**config.mk**
```make
export PLATFORM = sky130hd
export DESIGN_NAME = pipeline_ctrl
export DESIGN_NICKNAME = d
export VERILOG_FILES = /design/src/rtl/pipeline_ctrl.sv
export SDC_FILE = /design/constraint.sdc
export NUM_CORES = 1
export LEC_CHECK = 0
export ABC_AREA = 0
export BUFFER_PORTS_ARGS = -buffer_cell sky130_fd_sc_hd__buf_2
export CAP_MARGIN = 10
export CORE_MARGIN = 8
export CORE_UTILIZATION = 40
export DETAILED_ROUTE_END_ITERATION = 16
export PLACE_DENSITY = 0.81
export SYNTH_ARGS = -nofsm -noshare
export SYNTH_HDL_FRONTEND = slang
export SYNTH_SLANG_ARGS = --single-unit
```
**constraint.sdc**
```tcl
create_clock -name clk -period 2.5 [get_ports clk]
set_clock_uncertainty 0.15 [all_clocks]
set_input_delay 0.25 -clock clk [delete_from_list [all_inputs] [get_ports clk]]
set_output_delay 0.25 -clock clk [all_outputs]
set_load 0.05 [all_outputs]
```
**src/rtl/pipeline_ctrl.sv**
```systemverilog
// pipeline_ctrl: stall/flush sequencer for the 5-stage pipeline.
//
// Drives the enable/flush controls of the PC, IF/ID, ID/EX and EX/MEM
// registers. Hazard priority: data-memory wait > control redirect > load-use.
// States: RUN (00), WAIT_MEM (01, multi-cycle data access with optional
// timeout), REDIRECT (10, extra IF/ID bubbles after a taken branch/jump).
//
// Optional feature macro: PIPELINE_CTRL_PERF_EN
//   defined   -> perf_stall_cycles / perf_flushes counters are built
//   undefined -> no counter flops, both outputs tied to 0
//
// Ports:
//   clk, rst            clock, asynchronous active-high reset
//   id_rs1/id_rs2       source registers of the ID instruction
//   id_uses_rs1/2       ID instruction actually reads rs1/rs2
//   ex_memRead, ex_rd   EX instruction is a load / its destination
//   ex_redirect         taken branch or jump resolved in EX
//   mem_req, mem_ready  MEM-stage access pending / completing
//   pc_en, if_id_en, if_id_flush, id_ex_en, id_ex_flush, ex_mem_en
//                       pipeline register controls (flush overrides enable)
//   mem_timeout         one-cycle pulse on forced WAIT_MEM release
//   ctrl_state          current FSM state
//   perf_stall_cycles   load-use + memory stall cycles
//   perf_flushes        redirect events
module pipeline_ctrl #(
    parameter int MEM_TIMEOUT      = 16,
    parameter int REDIRECT_BUBBLES = 1,
    parameter int CNT_W            = 32
) (
    input  logic             clk,
    input  logic             rst,
    input  logic [4:0]       id_rs1,
    input  logic [4:0]       id_rs2,
    input  logic             id_uses_rs1,
    input  logic             id_uses_rs2,
    input  logic             ex_memRead,
    input  logic [4:0]       ex_rd,
    input  logic             ex_redirect,
    input  logic             mem_req,
    input  logic             mem_ready,
    output logic             pc_en,
    output logic             if_id_en,
    output logic             if_id_flush,
    output logic             id_ex_en,
    output logic             id_ex_flush,
    output logic             ex_mem_en,
    output logic             mem_timeout,
    output logic [1:0]       ctrl_state,
    output logic [CNT_W-1:0] perf_stall_cycles,
    output logic [CNT_W-1:0] perf_flushes
);

    typedef enum logic [1:0] {
        S_RUN   = 2'b00,
        S_WAIT  = 2'b01,
        S_REDIR = 2'b10
    } state_t;

    localparam int            WC      = (MEM_TIMEOUT > 1) ? $clog2(MEM_TIMEOUT) : 1;
    localparam logic [WC-1:0] TO_LAST = WC'(MEM_TIMEOUT - 1);
    localparam logic [2:0]    RB      = 3'(REDIRECT_BUBBLES);

    state_t        r_state;
    state_t        r_saved;     // state to resume after WAIT_MEM
    logic [2:0]    r_rcnt;      // remaining REDIRECT cycles; frozen during WAIT_MEM
    logic [WC-1:0] r_wait_cnt;

    logic w_req_stall;
    logic w_hit_to;
    logic w_timeout;
    logic w_mem_stall;
    logic w_redirect;
    logic w_load_use;

    always_comb begin
        w_req_stall = mem_req && !mem_ready;
        w_hit_to    = (MEM_TIMEOUT != 0) && (r_state == S_WAIT) && (r_wait_cnt == TO_LAST);
        w_timeout   = w_hit_to && w_req_stall;
        // A timed-out access counts as completed, so it no longer stalls.
        w_mem_stall = w_req_stall && !w_hit_to;
        // Redirects are only acted on in RUN/REDIRECT; a WAIT_MEM release cycle
        // just restores the saved state.
        w_redirect  = ex_redirect && !w_mem_stall && (r_state != S_WAIT);
        w_load_use  = (r_state == S_RUN) && !w_mem_stall && !ex_redirect &&
                      ex_memRead && (ex_rd != 5'd0) &&
                      ((id_uses_rs1 && (id_rs1 == ex_rd)) ||
                       (id_uses_rs2 && (id_rs2 == ex_rd)));
    end

    always_comb begin
        pc_en       = 1'b1;
        if_id_en    = 1'b1;
        if_id_flush = 1'b0;
        id_ex_en    = 1'b1;
        id_ex_flush = 1'b0;
        ex_mem_en   = 1'b1;
        mem_timeout = 1'b0;
        if (rst) begin
            pc_en       = 1'b0;
            if_id_en    = 1'b0;
            id_ex_en    = 1'b0;
            ex_mem_en   = 1'b0;
            if_id_flush = 1'b1;
            id_ex_flush = 1'b1;
        end else if (w_mem_stall) begin
            pc_en     = 1'b0;
            if_id_en  = 1'b0;
            id_ex_en  = 1'b0;
            ex_mem_en = 1'b0;
        end else if (r_state == S_WAIT) begin
            mem_timeout = w_timeout;
        end else if (w_redirect) begin
            if_id_flush = 1'b1;
            id_ex_flush = 1'b1;
        end else if (r_state == S_REDIR) begin
            if_id_flush = 1'b1;
        end else if (w_load_use) begin
            pc_en       = 1'b0;
            if_id_en    = 1'b0;
            id_ex_flush = 1'b1;
        end
    end

    assign ctrl_state = r_state;

    always_ff @(posedge clk or posedge rst) begin
        if (rst) begin
            r_state    <= S_RUN;
            r_saved    <= S_RUN;
            r_rcnt     <= '0;
            r_wait_cnt <= '0;
        end else begin
            case (r_state)
                S_WAIT: begin
                    if (w_mem_stall)
                        r_wait_cnt <= r_wait_cnt + WC'(1);
                    else
                        r_state <= r_saved;
                end
                default: begin
                    if (w_mem_stall) begin
                        r_saved    <= r_state;
                        r_state    <= S_WAIT;
                        r_wait_cnt <= '0;
                    end else if (ex_redirect) begin
                        if (RB != 3'd0) begin
                            r_state <= S_REDIR;
                            r_rcnt  <= RB;
                        end else begin
                            r_state <= S_RUN;
                        end
                    end else if (r_state == S_REDIR) begin
                        if (r_rcnt == 3'd1)
                            r_state <= S_RUN;
                        r_rcnt <= r_rcnt - 3'd1;
                    end
                end
            endcase
        end
    end

`ifdef PIPELINE_CTRL_PERF_EN
    logic [CNT_W-1:0] r_stall_cnt;
    logic [CNT_W-1:0] r_flush_cnt;

    always_ff @(posedge clk or posedge rst) begin
        if (rst) begin
            r_stall_cnt <= '0;
            r_flush_cnt <= '0;
        end else begin
            if (w_mem_stall || w_load_use)
                r_stall_cnt <= r_stall_cnt + CNT_W'(1);
            if (w_redirect)
                r_flush_cnt <= r_flush_cnt + CNT_W'(1);
        end
    end

    assign perf_stall_cycles = r_stall_cnt;
    assign perf_flushes      = r_flush_cnt;
`else
    assign perf_stall_cycles = '0;
    assign perf_flushes      = '0;
`endif

endmodule
```
==> flow_metrics.tcl <==
set metrics [dict create \
    num-nets-final 223 \
    hold_slack_ns 0.1855 \
    max_cap_violations 0 \
    drive_above_1_share_pct 25.39 \
    coreArea_um2 3258 \
    drc 0 \
    yosysTopAreaCellShare_pct 37.25 \
    track_usage_pct 10.19 \
    avgSynthCellArea_um2 8.261 \
    clock_latency_ns 0.27 \
    clockBufferDepth 2 \
    ios 96 \
    synth_ff_type "dfrtp_1" \
    grt_overflow_total 0 \
    drv_slew 0 \
    synth-xor-area-share_pct 6.585 \
    n_antenna_cell 0 \
    min_period_over_period_pct 94.99 \
    synth_edf_count 0 \
    dieArea_um2 5427 \
    finalCriticalPeriod_ns 2.375 \
    die_w_um 73.67 \
    clkTransAtPathRegs_ns 0.07 \
    syn_area_um2 1330 \
    clock_sinks 11 \
    first_global_vias 935 \
    outcome "completed" \
    netlist_instances 161 \
    antenna_found_initial 0 \
    drt_first_pass_iters 4 \
    cp.arrival_ns 1.97 \
    worstPathMaxFanout 5 \
    synth_cell_types 34 \
    synth-seq-area-share_pct 20.70 \
    p_per_area_nw_per_um2 820.0 \
    synthAdderAreaFrac_pct 5.644 \
    yosys.area.top_type "buf_4" \
    vias_per_cell 4.184 \
    area_growth_pct 3.293 \
    synth_compound_area_share_pct 11.95 \
    numCtsBuffers 3 \
    antenna_left 0 \
    synth_seq_cells 11 \
    grt_max_degree 12 \
    post-route-util_pct 42.17 \
    die_h_um 73.67 \
    wl_per_cell_um 12.59 \
    hold_violations 0 \
    yosysWarningCount 0 \
    synth_top_family_by_area "buffers and inverters" \
    nFillCells 341 \
    fmax_mhz 421.1 \
    fin_area_um2 1374 \
    synthArstFlopShare_pct 100.0 \
    grt_first_pass_wirelength_um 4312 \
    htree_levels 1 \
    power_leakage_nw 0.7149 \
    drt_wl_total_um 3010 \
    synthMuxAreaShare_pct 2.446 \
    hp-class "in -> reg" \
    tns_ns 0 \
    seqCellArea_um2 277.8 \
    critPathCaptureType "output pin" \
    vias 1000 \
    drtIter0Drc 23 \
    rows 21 \
    place_area_um2 1321 \
    initial_utilization_pct 40.82 \
    cp.required_ns 2.10 \
    synth.area.top_cells "buf_4 37%, dfrtp_1 21%, ha_1 5.6%" \
    multi_input_area_um2 797.0 \
    worstSetupStartpointType "flop" \
    ys_top_cells_by_count "66 x buf_4, 11 x dfrtp_1, 8 x xor2_1" \
    yosys.area_share.simple_pct 12.23 \
    root_buffer "clkbuf_4" \
    rsz0062_at_grt "yes" \
    vdd_drop_max_uv 491.5 \
    cts_tree "done" \
    setup_violations 0 \
    io_buffers 31 \
    place_hpwl_um 2658 \
    yosysMostFrequentCell "buf_4" \
    routabilityCongestion 0.7975 \
    crit_type "reg -> out" \
]
==> layout by cell type (no fill, tap or decap), types with 3 or more instances in the layout <==
cell type / netlist / layout
buf_4: 66 / 3
a21oi_1: 5 / 5
dfrtp_1: 11 / 9
clkbuf_4: 0 / 5
nand2_1: 7 / 7
ha_1: 6 / 5
xor2_1: 8 / 8
buf_2: 1 / 29
o21ai_0: 7 / 6
conb_1: 1 / 64
inv_1: 6 / 6
nand3_1: 4 / 4
==> what timing repair did <==
action | 4_1_cts | 5_1_grt
hold endpoints to repair | 11 | 0
gates resized for setup | 0 | 5
endpoints found under the setup margin | 0 | 3
buffers inserted | 0 | 0
hold buffers | 1 | 0
==> layout make-up <==
| class | count | area share (%) |
|---|---|---|
| multi-input combinational | 137 | 58.01 |
| sequential | 11 | 20.22 |
| timing repair buffer | 35 | 14.03 |
| tap | 46 | 4.189 |
| clock buffer | 4 | 1.913 |
| inverter | 6 | 1.639 |
==> stage by stage <==
stage	instances	setup WS [ns]	total power [mW]
6_report	239	0.1252	1.126
5_1_grt	239	-0.003266	1.216
4_1_cts	239	0.02492	1.120
3_5_place_dp	234	0.3181	0.9925
3_3_place_gp	234	0.3670	0.9780
2_1_floorplan	224	-0.1363	0.9338
==> where the power goes <==
| group | leakage (nW) | switching, mW | internal [mW] |
|---|---|---|---|
| clock | 0.0150 | 0.0566 | 0.0617 |
| combinational | 0.561 | 0.533 | 0.183 |
| sequential | 0.139 | 0.0526 | 0.240 |
==> registers in the layout, summed over array words and instances, names as in the netlist <==
register and count:
r_wait_cnt 4, r_rcnt 3, ctrl_state 2, r_saved 2
==> critical path: stages (launching register included) <==
cell and delay (ns):
dfrtp_2 0.39, inv_1 0.08, ha_1 0.28, nor2_2 0.17, o2111ai_2 0.18, o41a_4 0.39, clkbuf_4 0.22
==> logic make-up (layout without fill, tap and decap cells) <==
logic type / count (synthesis) / in the layout
other: 1 / 64
adders and majority gates: 6 / 6
AOI/OAI and AO/OA: 24 / 24
buffers and inverters: 76 / 45
xor gates and xnor gates: 10 / 10
and+or+nand+nor: 30 / 30
muxes: 3 / 3
DFF: 11 / 11
==> routing by layer <==
| metal | share of wire [%] | vias up | wire length, um | GRT usage (%) |
|---|---|---|---|---|
| li1 | - | 479 | - | - |
| met1 | 35 | 451 | 1067 | 11.41 |
| met2 | 48 | 68 | 1452 | 16.63 |
| met3 | 16 | 2 | 476 | 4.229 |
| met4 | 0.47 | 0 | 14 | 3.991 |
| met5 | 0 | - | 0 | 0 |
==> worst paths after layout <==
check,start,end,slack [ns],depth (start not counted)
max,ctrl_state[0],pc_en,0.13,6
min,ex_redirect,r_rcnt[1],0.19,2
max reg2reg,ctrl_state[1],ctrl_state[1],0.69,6
min reg2reg,r_rcnt[0],r_rcnt[0],0.35,1
max in group asynchronous,rst,ctrl_state[1],1.61,4
min in group asynchronous,rst,r_wait_cnt[3],0.43,4
(Power assumes the default switching activity.)
